<file path="config.mk">
export PLATFORM = sky130hd
export DESIGN_NAME = vga_area_tracker
export DESIGN_NICKNAME = d
export VERILOG_FILES = /design/src/rtl/vga_area_tracker.sv
export SDC_FILE = /design/constraint.sdc
export NUM_CORES = 1
export LEC_CHECK = 0
export BUFFER_PORTS_ARGS = -buffer_cell sky130_fd_sc_hd__buf_2
export CAP_MARGIN = 10
export CORE_MARGIN = 2
export CORE_UTILIZATION = 30
export DETAILED_ROUTE_END_ITERATION = 12
export GPL_ROUTABILITY_DRIVEN = 0
export PLACE_DENSITY = 0.48
export SETUP_SLACK_MARGIN = 0.4
export SYNTH_ARGS = -nofsm -noshare
export SYNTH_HDL_FRONTEND = slang
export SYNTH_SLANG_ARGS = --single-unit
</file>
<file path="constraint.sdc">
create_clock -name i_clk -period 2.4 [get_ports i_clk]
set_clock_uncertainty 0.05 [all_clocks]
set_input_delay 0.6 -clock i_clk [delete_from_list [all_inputs] [get_ports i_clk]]
set_output_delay 0.6 -clock i_clk [all_outputs]
set_load 0.01 [all_outputs]
</file>
<file path="src/rtl/vga_area_tracker.sv">
// vga_area_tracker
//   Free-running VGA raster timing generator. A horizontal (pixel) counter
//   and a vertical (line) counter are the only state. Every output is a
//   combinational decode of those two counters, so outputs have zero latency
//   relative to the counters.
//
//   Each axis is laid out as: visible -> front porch -> sync -> back porch.
//
// Ports
//   i_clk        pixel clock; all logic runs on the rising edge
//   i_rst        asynchronous, active-high reset; returns the raster to (0,0)
//   o_h_sync     horizontal sync; SYNC_ACTIVE during the h sync pulse
//   o_v_sync     vertical sync; SYNC_ACTIVE during the v sync pulse
//   o_visible    high when both counters are in their visible regions
//   o_x          current pixel column while visible, else 0
//   o_y          current line while visible, else 0
//   o_line_end   high on the last pixel of every line
//   o_frame_end  high on the last pixel of the last line of the frame
module vga_area_tracker #(
  parameter int CNT_WIDTH     = 10,
  parameter int H_VISIBLE     = 640,
  parameter int H_BACK_PORCH  = 48,
  parameter int H_SYNC        = 96,
  parameter int H_FRONT_PORCH = 16,
  parameter int V_VISIBLE     = 480,
  parameter int V_BACK_PORCH  = 33,
  parameter int V_SYNC        = 2,
  parameter int V_FRONT_PORCH = 10,
  parameter bit SYNC_ACTIVE   = 1'b0
) (
  input  logic                 i_clk,
  input  logic                 i_rst,
  output logic                 o_h_sync,
  output logic                 o_v_sync,
  output logic                 o_visible,
  output logic [CNT_WIDTH-1:0] o_x,
  output logic [CNT_WIDTH-1:0] o_y,
  output logic                 o_line_end,
  output logic                 o_frame_end
);

  localparam int H_TOTAL = H_VISIBLE + H_FRONT_PORCH + H_SYNC + H_BACK_PORCH;
  localparam int V_TOTAL = V_VISIBLE + V_FRONT_PORCH + V_SYNC + V_BACK_PORCH;

  // Region boundaries are precomputed at counter width. Sync bounds are kept
  // inclusive so that a zero back porch (sync ending on the last count) never
  // needs a value one past the counter range.
  localparam logic [CNT_WIDTH-1:0] H_LAST       = CNT_WIDTH'(H_TOTAL - 1);
  localparam logic [CNT_WIDTH-1:0] H_VIS_LIMIT  = CNT_WIDTH'(H_VISIBLE);
  localparam logic [CNT_WIDTH-1:0] H_SYNC_FIRST = CNT_WIDTH'(H_VISIBLE + H_FRONT_PORCH);
  localparam logic [CNT_WIDTH-1:0] H_SYNC_LAST  = CNT_WIDTH'(H_VISIBLE + H_FRONT_PORCH + H_SYNC - 1);

  localparam logic [CNT_WIDTH-1:0] V_LAST       = CNT_WIDTH'(V_TOTAL - 1);
  localparam logic [CNT_WIDTH-1:0] V_VIS_LIMIT  = CNT_WIDTH'(V_VISIBLE);
  localparam logic [CNT_WIDTH-1:0] V_SYNC_FIRST = CNT_WIDTH'(V_VISIBLE + V_FRONT_PORCH);
  localparam logic [CNT_WIDTH-1:0] V_SYNC_LAST  = CNT_WIDTH'(V_VISIBLE + V_FRONT_PORCH + V_SYNC - 1);

  localparam logic [CNT_WIDTH-1:0] CNT_ONE = CNT_WIDTH'(1);

  logic [CNT_WIDTH-1:0] r_h_cnt;
  logic [CNT_WIDTH-1:0] r_v_cnt;

  logic w_h_last;
  logic w_v_last;
  logic w_h_visible;
  logic w_v_visible;
  logic w_h_in_sync;
  logic w_v_in_sync;
  logic w_visible;

  assign w_h_last    = (r_h_cnt == H_LAST);
  assign w_v_last    = (r_v_cnt == V_LAST);
  assign w_h_visible = (r_h_cnt < H_VIS_LIMIT);
  assign w_v_visible = (r_v_cnt < V_VIS_LIMIT);
  assign w_h_in_sync = (r_h_cnt >= H_SYNC_FIRST) && (r_h_cnt <= H_SYNC_LAST);
  assign w_v_in_sync = (r_v_cnt >= V_SYNC_FIRST) && (r_v_cnt <= V_SYNC_LAST);
  assign w_visible   = w_h_visible && w_v_visible;

  // Raster counters. The line counter only moves on the pixel that ends a
  // line, so on the very last pixel of the frame both counters wrap to zero
  // on the same edge.
  always_ff @(posedge i_clk or posedge i_rst) begin
    if (i_rst) begin
      r_h_cnt <= '0;
      r_v_cnt <= '0;
    end else if (w_h_last) begin
      r_h_cnt <= '0;
      r_v_cnt <= w_v_last ? '0 : (r_v_cnt + CNT_ONE);
    end else begin
      r_h_cnt <= r_h_cnt + CNT_ONE;
    end
  end

  // Coordinates are forced to zero outside the visible window so downstream
  // pixel logic can use them directly as an address without extra gating.
  assign o_h_sync    = w_h_in_sync ? SYNC_ACTIVE : ~SYNC_ACTIVE;
  assign o_v_sync    = w_v_in_sync ? SYNC_ACTIVE : ~SYNC_ACTIVE;
  assign o_visible   = w_visible;
  assign o_x         = w_visible ? r_h_cnt : '0;
  assign o_y         = w_visible ? r_v_cnt : '0;
  assign o_line_end  = w_h_last;
  assign o_frame_end = w_h_last && w_v_last;

endmodule

</file>
Word level (Yosys, flattened, before mapping)
Cells that the tools add are included.
- flip-flop bits (word level): 20
- latch bits: 0
- RAM bits: 0
- ROM bits: 0
- input port bits: 2
- output and inout port bits: 25
- word-level logic and storage cells: 22
- memories kept: 0
- add/sub/neg operators: 2
- multiply operators: 0
- div/mod/pow operators: 0
- magnitude comparators: 6
- equal/unequal tests: 2
- shift-type cells: 0
- mux-type cells: 6
- bitwise logic cells: 0
- reduce and logical (&&, ||, !) cells: 4
- operators by type and width (cell ; count):
    $mux W10 ; 4
    $add A10 B1 Y10 const B ; 2
    $eq A10 B10 Y1 const B ; 2
    $ge A10 B10 Y1 const B ; 1
    $ge A10 B9 Y1 const B ; 1
    $le A10 B10 Y1 const B ; 1
    $le A10 B9 Y1 const B ; 1
    $lt A10 B10 Y1 const B ; 1
    $lt A10 B9 Y1 const B ; 1
    $logic_and A1 B1 Y1 ; 4
    $mux W1 ; 2

Depth between registers and ports, before layout
Gate-level depths: netlist (run 1).
- word-level depth: 3
- gate-level depth with buffers: 6

Least setup slack after synthesis (run 1)
OpenSTA, ideal clock, no wires.
- path kind: reg-to-output
- start: register r_h_cnt[7]
- end: output o_x[2]
- data arrival time: 1.453 ns
- slack: 0.297 ns
- cell stages (with the launch flop): 6
- path buffers: 2
- path through: dfrtp_1 o21a_1 clkbuf_1 nor3_1 clkbuf_1 and2_1
- word-level cells in the longest chain between the ends: 3
- ends and longest elaborated chain (what ; RTL line ; text):
    start, declared ; 60 ; logic [CNT_WIDTH-1:0] r_h_cnt;
    start signal, assigned ; 90 ; r_h_cnt <= r_h_cnt + CNT_ONE;
    $lt A10 B10 Y1 ; 73 ; assign w_h_visible = (r_h_cnt < H_VIS_LIMIT);
    $logic_and A1 B1 Y1 ; 77 ; assign w_visible = w_h_visible && w_v_visible;
    net o_visible ; 35 ; output logic o_visible,
    $mux W10 ; 99 ; assign o_x = w_visible ? r_h_cnt : '0;
    end, declared ; 36 ; output logic [CNT_WIDTH-1:0] o_x,
The timed path passes the listed nets, and every way through them passes these cells.

Worst setup path after layout (run 1)
- start: register r_h_cnt[7]
- end: output o_line_end
- word-level cells in the longest chain between the ends: 1
- ends and longest elaborated chain (what ; RTL line ; text):
    $eq A10 B10 Y1 ; 71 ; assign w_h_last = (r_h_cnt == H_LAST);
    end, declared ; 38 ; output logic o_line_end,
No other way between the ends.

==> impl_metrics.csv, run 1 <==
group,metric,value,unit
critical_path,slowest_stage,"dfrtp_2",
synthesis,synth_cells,139,
global_routing,grt_pass1_vias,1052,
critical_path,r2r-start,"r_h_cnt[7]$_DFF_PP0_",
run_status,outcome,"completed",
routing,ant_nets,0,
final_layout,drive_above_1_share,0.500,
floorplan,core,0.00400,mm²
global_routing,grt_usage,0.159,
routing,drtIter0Drc,37,
synthesis,netlist_area,0.00124,mm²
sta,finalCriticalPeriod,2150,ps
sta,finalCritPeriodShare,0.898,
global_routing,grt_max_degree,21,
floorplan,num_io_pins,27,
routing,drt-total-wl,3560,µm
floorplan,start_util,0.310,
critical_path,critical_path_peak_fanout,3,
critical_path,rr_endpoint,"r_v_cnt[8]$_DFFE_PP0P_",
power_and_ir_drop,ir_drop,0.000148,V
job,drv_cap,0,
power_and_ir_drop,powerDensity,297,mW/mm²
clock_network,holdBufCountCts,0,
clock_network,cts_tree,"built",
synthesis,synth_flop_cell,"dfrtp_1",
sta,finalHoldViolCount,0,
global_routing,grt_pass1_wl,5340,µm
clock_network,clk_pin_slew_worst_paths,70,ps
floorplan,std_cell_rows,23,
routing,via_per_inst,5.05,
synthesis,avgSynthCellArea,8.91,µm²
critical_path,r2r_slack,420,ps
sta,slew_viol_final,0,
clock_network,cts-buffers-inserted,3,
global_routing,antenna_found_initial,0,
clock_network,cts_root_buffer,"clkbuf_8",
critical_path,arrival,1500,ps
floorplan,die_h,68.3,µm
place,io_buffers,25,
sta,rsz0062_at_grt,"yes",
clock_network,htree_levels,1,
synthesis,ys_seq_elements,20,
synthesis,yosys.cell_types.count,37,
synthesis,synthArstFlopShare,1.00,
critical_path,cp-start-kind,"flop",
critical_path,crit_chain,"nor4b_4, nand3_4, buf_12, clkinv_4, buf_6",
power_and_ir_drop,totalPowerFinal,0.000565,W
clock_network,clockBufferDepth,2,
final_layout,nets,202,
routing,routedWlPerCell,14.6,µm
sta,tns,0,ps
routing,drc,0,
clock_network,insertion_delay,260,ps
critical_path,crit_required,1750,ps
sta,tightest_slew,799,ps
final_layout,n_antenna_cell,0,
final_layout,syn_to_final_growth,53.8,%
global_routing,overflow,0,
synthesis,seq_area_frac_synth,0.404,
sta,maxSlewHeadroom,0.467,
clock_network,cts_sinks,20,
sta,max_freq,0.464,GHz
routing,drt-pass1-iter-count,4,
critical_path,worst-setup-path-type,"reg -> out",
floorplan,die_area,0.00466,mm²
critical_path,cp-end-kind,"primary output",
synthesis,ys_warn_count,0,
sta,setup_viol,0,
routing,dr_total_vias,1231,
place,hpwl,2110,µm
synthesis,synth_edf_count,0,
floorplan,die_w,68.3,µm
synthesis,syn_nets,145,
critical_path,max_stage_delay,450,ps
power_and_ir_drop,cellLeakagePower,0.864,nW
critical_path,r2r_cells,5,
min_path,hp-class,"in -> async",
## how the worst max path moves through the flow
stage             endpoint                    from
2_1_floorplan       o_x[2]    r_h_cnt[7]$_DFF_PP0_
3_3_place_gp   o_frame_end    r_h_cnt[0]$_DFF_PP0_
3_5_place_dp   o_frame_end    r_h_cnt[0]$_DFF_PP0_
4_1_cts             o_x[6]    r_h_cnt[7]$_DFF_PP0_
5_1_grt        o_frame_end  r_v_cnt[6]$_DFFE_PP0P_
6_report        o_line_end    r_h_cnt[7]$_DFF_PP0_
## flip-flops by register name (all words and copies together), names as in the netlist
signal,count
r_h_cnt,10
r_v_cnt,10
## cells in the mapped netlist (all sizes together) (2+ instances only)
cell type | n | area (µm²)
dfrtp | 20 | 500
and2 | 13 | 81.3
inv | 11 | 41.3
nand3 | 11 | 60.1
nor2 | 9 | 33.8
nor4 | 9 | 56.3
nand2 | 8 | 30.0
o21ai | 6 | 30.0
xnor2 | 6 | 60.1
nand4 | 5 | 31.3
nor3 | 5 | 25.0
clkbuf | 4 | 15.0
ha | 4 | 50.1
xor2 | 4 | 35.0
buf | 3 | 23.8
a21oi | 2 | 10.0
a22o | 2 | 17.5
nor4b | 2 | 32.5
o211ai | 2 | 15.0
or4 | 2 | 18.8
## logic make-up after synthesis
kind of cell	count (synthesis)	share of synthesized area
buf+inv	19	0.0677
other cells	1	0.00303
simple gates	69	0.326
compound gates	16	0.0818
flops	20	0.404
fa+ha+maj	4	0.0404
xor+xnor	10	0.0768
## power breakdown
part           internal, W  leakage, nW  switching, W
registers         0.000337        0.258             0
clock network     0.000112       0.0216      0.000109
logic          0.000000654        0.584    0.00000752
total             0.000449        0.864      0.000116
## cells in the final DEF, fill, tap and decap left out, drive strengths merged
master and count:
nor4b 2, conb 1, nand4 5, nand2 8
nor2b 1, ha 4, buf 59, o21ai 6
a22o 2, o31ai 1, nor2 9, and3 1
or4 2, or3 1, clkinv 1, xnor2 6
a21boi 1, o211ai 2, inv 11, o22ai 1
o21a 1, a21oi 2, xor2 4, clkbuf 3
nor4bb 1, and2 13, nand3 11, nor4 9
dfrtp 20, or2 1, nor3 5
## critical path, delay by kind of cell (launching register included)
family | cells | cell delay [ps]
flops | 1 | 450
buf+inv | 3 | 280
simple gates | 2 | 530
## routing by layer
| layer | global-route usage | part of all wire | vias up |
|---|---|---|---|
| met3 | 0.0197 | 0.037 | 4 |
| met4 | 0.0600 | 0.012 | 0 |
| met1 | 0.220 | 0.45 | 604 |
| met5 | 0 | 0 | - |
| met2 | 0.254 | 0.50 | 30 |
| li1 | - | - | 593 |
## cell type report
cell class	count	area (µm²)
Sequential cell	20	507
Clock buffer	3	41.3
Tap cell	50	62.6
Multi-Input combinational cell	100	801
Timing Repair Buffer	59	444
Fill cell	381	2090
Inverter	12	50.0
## repair_timing
item,4_1_cts,5_1_grt
endpoints found under the setup margin,25,26
pin swaps,9,5
setup buffers,17,11
gates resized for setup,20,26
## per-stage QoR
| step | hold WS [ps] | instances | area, µm² | worst slack, ps | util |
|---|---|---|---|---|---|
| floorplan | 425 | 139 | 1240 | 409 | - |
| global placement | 439 | 213 | 1430 | 376 | 0.358 |
| detailed placement | 460 | 213 | 1430 | 310 | 0.358 |
| CTS | 477 | 233 | 1670 | 265 | 0.419 |
| global route | 505 | 244 | 1910 | 151 | 0.476 |
| finish | 432 | 244 | 1910 | 246 | 0.476 |
Power figures use the tool's default switching activity.
==> run 2, diff against run 1 <==
--- a/config.mk
+++ b/config.mk
@@ -12,6 +12,7 @@
 export DETAILED_ROUTE_END_ITERATION = 12
 export GPL_ROUTABILITY_DRIVEN = 0
 export PLACE_DENSITY = 0.48
+export RECOVER_POWER = 100
 export SETUP_SLACK_MARGIN = 0.4
 export SYNTH_ARGS = -nofsm -noshare
 export SYNTH_HDL_FRONTEND = slang
==> run 2 against run 1 <==
Against the previous run: sequential power is essentially flat; clock power grew 2%; final area shrank 2.7%; flip-flop and latch count is the same; non-clock buffer count is the same; wire length grew 0.87%; via count shrank 1.1%; fmax shrank 4.1%; first-iteration DRC count grew 19%; sequential share of layout area grew 0.67 points; critical path type unchanged; highest routed layer unchanged.
==> impl_metrics.csv, run 2 (synthesis results as in run 1) <==
group,metric,value,unit
final_layout,drive_above_1_share,0.443,
sta,slew_viol_final,0,
critical_path,cp-start-kind,"flop",
place,io_buffers,25,
place,pre_cts_slack,310,ps
final_layout,reg_top3,"r_h_cnt: 10 flops, r_v_cnt: 10 flops",
routing,ant_nets,0,
critical_path,slowest_stage,"dfrtp_1",
global_routing,grt_pass1_wl,5340,µm
power_and_ir_drop,totalPowerFinal,0.000568,W
routing,drt-pass1-iter-count,4,
routing,routedWlPerCell,14.7,µm
sta,setup_viol,0,
sta,finalCriticalPeriod,2250,ps
critical_path,crit_required,1750,ps
floorplan,die_w,68.3,µm
critical_path,arrival,1600,ps
global_routing,grt_pass1_vias,1052,
run_status,outcome,"completed",
global_routing,overflow,0,
final_layout,layout_common_cells,"buf_4 (27), buf_2 (17), dfrtp_1 (16)",
critical_path,max_stage_delay,360,ps
final_layout,syn_to_final_growth,49.7,%
min_path,hp-class,"in -> async",
critical_path,worst-setup-path-type,"reg -> out",
clock_network,clockBufferDepth,2,
sta,rsz0062_at_grt,"yes",
clock_network,cts_root_buffer,"clkbuf_8",
final_layout,postLayoutCellArea,0.00185,mm²
sta,setup_ws,154,ps
place,hpwl,2110,µm
floorplan,std_cell_rows,23,
final_layout,nets,202,
place,dpl_cell_area,0.00143,mm²
clock_network,insertion_delay,260,ps
critical_path,cp-end-kind,"primary output",
clock_network,cts_sinks,20,
global_routing,antenna_found_initial,0,
sta,finalCritPeriodShare,0.936,
sta,tns,0,ps
clock_network,cts_tree,"built",
global_routing,grt_max_degree,21,
power_and_ir_drop,powerDensity,307,mW/mm²
routing,drt-total-wl,3590,µm
floorplan,start_util,0.310,
routing,drc,0,
floorplan,num_io_pins,27,
job,drv_cap,0,
final_layout,n_antenna_cell,0,
critical_path,crit_chain,"ha_1, and3_1, nand3_4, buf_12, clkinvlp_2, buf_6",
final_layout,n_fill_cell,389,
power_and_ir_drop,ir_drop,0.000148,V
power_and_ir_drop,cellLeakagePower,0.841,nW
routing,drtIter0Drc,44,
critical_path,critical_path_peak_fanout,3,
global_routing,grt_usage,0.159,
sta,maxSlewHeadroom,0.463,
floorplan,die_h,68.3,µm
routing,via_per_inst,4.99,
final_layout,final_common_cell,"buf_4",
sta,finalHoldViolCount,0,
sta,max_freq,0.445,GHz
sta,tightest_slew,805,ps
routing,dr_total_vias,1217,
clock_network,cts-buffers-inserted,3,
clock_network,htree_levels,1,
floorplan,core,0.00400,mm²
clock_network,clk_pin_slew_worst_paths,70,ps
clock_network,holdBufCountCts,0,
final_layout,stdcell_count,244,
floorplan,die_area,0.00466,mm²
place,dp_cells,213,
run 2: cell count changes in the layout (fill, tap and decap cells not counted), moves of 2 or more:
| cell | before | now |
|---|---|---|
| nor4_2 | 7 | 5 |
| buf_4 | 31 | 27 |
| nor4_1 | 0 | 2 |
| clkbuf_1 | 0 | 5 |
run 2: final timing paths:
check	startpoint	end	slack, ps	depth (start not counted)
min reg2reg	r_h_cnt[2]$_DFF_PP0_	r_h_cnt[2]$_DFF_PP0_	520	1
min	i_rst	r_h_cnt[2]$_DFF_PP0_	430	2
max in group asynchronous	i_rst	r_v_cnt[9]$_DFFE_PP0P_	1310	2
max	r_h_cnt[1]$_DFF_PP0_	o_line_end	150	6
min in group i_clk	r_h_cnt[2]$_DFF_PP0_	r_h_cnt[2]$_DFF_PP0_	520	1
max reg2reg	r_h_cnt[1]$_DFF_PP0_	r_h_cnt[9]$_DFF_PP0_	270	8
run 2: worst max-delay path, delay by kind of cell, from the launching register on:
kind	cells	cell delay, ps
flip-flops	1	360
buffers and inverters	3	340
AND/OR/NAND/NOR	2	420
adder cells (fa/ha/maj)	1	200
run 2: layout make-up:
cell class	instances	area (µm²)	share of cell area
multi-input combinational	100	777	0.419
sequential	20	505	0.273
timing repair buffer	59	422	0.227
tap	50	62.6	0.0337
inverter	12	46.3	0.0250
clock buffer	3	41.3	0.0223
run 2: where the power goes:
part	internal [W]	switching [W]	leakage [nW]
combinational	0.000000654	0.00000758	0.559
sequential	0.000337	0	0.260
clock	0.000112	0.000112	0.0216
total	0.000449	0.000119	0.841
run 2: what timing repair did:
item | in CTS | in global routing
pin swaps | 9 | 5
setup buffers | 17 | 11
endpoints found under the setup margin | 25 | 26
gates resized for setup | 20 | 26
run 2: per-layer routing:
metal | track usage | routed length [µm] | vias to the layer above
li1 | - | - | 592
met1 | 0.220 | 1640 | 595
met2 | 0.254 | 1770 | 25
met3 | 0.0197 | 120 | 5
met4 | 0.0600 | 53 | 0
met5 | 0 | 0 | -
run 2: through the flow:
step,util,hold slack (ps)
CTS,0.419,477
global route,0.464,505
floorplan,-,425
detailed placement,0.358,460
global placement,0.358,439
finish,0.464,435
==> run 3, diff against run 2 <==
--- a/config.mk
+++ b/config.mk
@@ -8,10 +8,10 @@
 export BUFFER_PORTS_ARGS = -buffer_cell sky130_fd_sc_hd__buf_2
 export CAP_MARGIN = 10
 export CORE_MARGIN = 2
-export CORE_UTILIZATION = 30
+export CORE_UTILIZATION = 49
 export DETAILED_ROUTE_END_ITERATION = 12
 export GPL_ROUTABILITY_DRIVEN = 0
-export PLACE_DENSITY = 0.48
+export PLACE_DENSITY = 0.72
 export RECOVER_POWER = 100
 export SETUP_SLACK_MARGIN = 0.4
 export SYNTH_ARGS = -nofsm -noshare
==> run 3 against run 2 <==
Against the previous run: count of clock-buffer cells in the layout unchanged; power shrank 8.2%; critical path type is now reg -> reg; utilization grew 37 points.
==> impl_metrics.csv, run 3 (synthesis results as in run 1) <==
group,metric,value,unit
clock_network,cts-buffers-inserted,3,
routing,drc,0,
critical_path,critical_path_buf_inv_count,7,
final_layout,postLayoutCellArea,0.00203,mm²
critical_path,cp-end-kind,"flop",
final_layout,drive_above_1_share,0.488,
critical_path,cpMostUsedCell,"buf_6",
place,dp_cells,192,
sta,tns,0,ps
clock_network,clk_pin_slew_worst_paths,120,ps
critical_path,crit_chain,"inv_2, ha_4, nor4bb_4, nand3_2, dlygate4sd2_1, buf_6, buf_6, buf_6, buf_6, buf_6, o211ai_1, o211ai_1",
critical_path,cp-start-kind,"flop",
clock_network,htree_levels,1,
final_layout,multi_input_area,872,µm²
final_layout,stdcell_count,235,
min_path,hp-class,"in -> async",
routing,drt-total-wl,4590,µm
floorplan,core,0.00243,mm²
place,io_buffers,25,
sta,rsz0062_at_grt,"yes",
clock_network,cts_root_buffer,"clkbuf_4",
final_layout,layout_common_cells,"buf_4 (25), buf_6 (23), dfrtp_1 (15)",
global_routing,overflow,0,
floorplan,start_util,0.509,
sta,finalCriticalPeriod,2380,ps
global_routing,grt_pass1_vias,1205,
critical_path,critical_path.top_delay_family,"buffers and inverters",
run_status,outcome,"completed",
floorplan,num_io_pins,27,
routing,dr_total_vias,1385,
final_layout,n_fill_cell,142,
sta,finalCritPeriodShare,0.990,
routing,via_per_inst,5.89,
global_routing,grt_pass1_wl,5740,µm
sta,timing.hold.ws,352,ps
sta,maxSlewHeadroom,0.473,
critical_path,crit_required,2530,ps
power_and_ir_drop,totalPowerFinal,0.000522,W
final_layout,nets,213,
sta,setup_viol,0,
global_routing,grt_usage,0.282,
floorplan,die_w,54.3,µm
final_layout,final_common_cell,"buf_4",
sta,max_freq,0.421,GHz
critical_path,critical_path_peak_fanout,7,
floorplan,std_cell_rows,18,
power_and_ir_drop,powerDensity,257,mW/mm²
routing,ant_nets,0,
clock_network,cts_tree,"built",
power_and_ir_drop,ir_drop,0.000276,V
sta,slew_viol_final,0,
routing,routedWlPerCell,19.5,µm
floorplan,die_h,54.3,µm
place,hpwl,1980,µm
sta,finalHoldViolCount,0,
clock_network,cts_sinks,20,
clock_network,holdBufCountCts,0,
final_layout,n_antenna_cell,0,
routing,drtIter0Drc,60,
routing,drt-pass1-iter-count,4,
final_layout,syn_to_final_growth,63.9,%
sta,tightest_slew,790,ps
power_and_ir_drop,cellLeakagePower,0.889,nW
clock_network,clockBufferDepth,2,
job,drv_cap,0,
critical_path,max_stage_delay,450,ps
clock_network,insertion_delay,320,ps
final_layout,reg_top3,"r_h_cnt: 10 flops, r_v_cnt: 10 flops",
critical_path,worst-setup-path-type,"reg -> reg",
floorplan,die_area,0.00295,mm²
global_routing,grt_max_degree,21,
place,dpl_cell_area,0.00140,mm²
final_layout,regArea,507,µm²
global_routing,antenna_found_initial,0,
critical_path,arrival,2510,ps
critical_path,slowest_stage,"dfrtp_1",
run 3: cell types whose count changed in the layout (fill, tap and decap cells not counted), moves of 3 or more:
cell,previous run,this run
buf_2,17,10
buf_6,8,23
nor4_4,2,6
clkbuf_1,5,11
clkbuf_8,3,0
clkbuf_4,0,3
run 3: layer usage:
layer | global-route usage | wire [µm]
met5 | 0 | 0
met4 | 0.167 | 125
met2 | 0.472 | 2310
met3 | 0.0410 | 300
met1 | 0.342 | 1860
run 3: final cells by class:
class | count | area share
clock buffer | 3 | 0.0111
inverter | 12 | 0.0222
multi-input combinational | 100 | 0.429
sequential | 20 | 0.250
tap | 30 | 0.0185
timing repair buffer | 70 | 0.269
run 3: final timing paths:
| check | from | end | slack (ps) | cells past startpoint |
|---|---|---|---|---|
| hold / removal | i_rst | r_h_cnt[3]$_DFF_PP0_ | 350 | 2 |
| min in group i_clk | r_h_cnt[2]$_DFF_PP0_ | r_h_cnt[2]$_DFF_PP0_ | 530 | 1 |
| setup / recovery | r_v_cnt[0]$_DFFE_PP0P_ | r_v_cnt[9]$_DFFE_PP0P_ | 20 | 12 |
| max in group asynchronous | i_rst | r_v_cnt[6]$_DFFE_PP0P_ | 1410 | 2 |
| setup reg to reg | r_v_cnt[0]$_DFFE_PP0P_ | r_v_cnt[9]$_DFFE_PP0P_ | 20 | 12 |
| hold reg to reg | r_h_cnt[2]$_DFF_PP0_ | r_h_cnt[2]$_DFF_PP0_ | 530 | 1 |
run 3: per-stage QoR:
| step | util | setup WS, ps |
|---|---|---|
| 2_1_floorplan | - | 409 |
| 3_3_place_gp | 0.576 | 321 |
| 3_5_place_dp | 0.576 | 272 |
| 4_1_cts | 0.732 | 214 |
| 5_1_grt | 0.835 | 15.1 |
| 6_report | 0.835 | 24.1 |
run 3: worst register-to-register path, cell delays in order, from the launching register on:
cell and delay [ps]:
dfrtp_1 450, inv_2 110, ha_4 130, nor4bb_4 220, nand3_2 150, dlygate4sd2_1 300, buf_6 120, buf_6 100
buf_6 100, buf_6 100, buf_6 130, o211ai_1 100, o211ai_1 160
run 3: what timing repair did:
| item | 4_1_cts | 5_1_grt |
|---|---|---|
| setup endpoints to repair | 24 | 32 |
| buffers inserted | 31 | 9 |
| pin swaps | 13 | 13 |
| gates resized for setup | 29 | 51 |
run 3: report_power, final:
group | internal [W] | total, W | switching [W]
registers | 0.000337 | 0.000337 | 0
clock network | 0.0000589 | 0.000177 | 0.000118
logic | 0.000000653 | 0.00000808 | 0.00000743
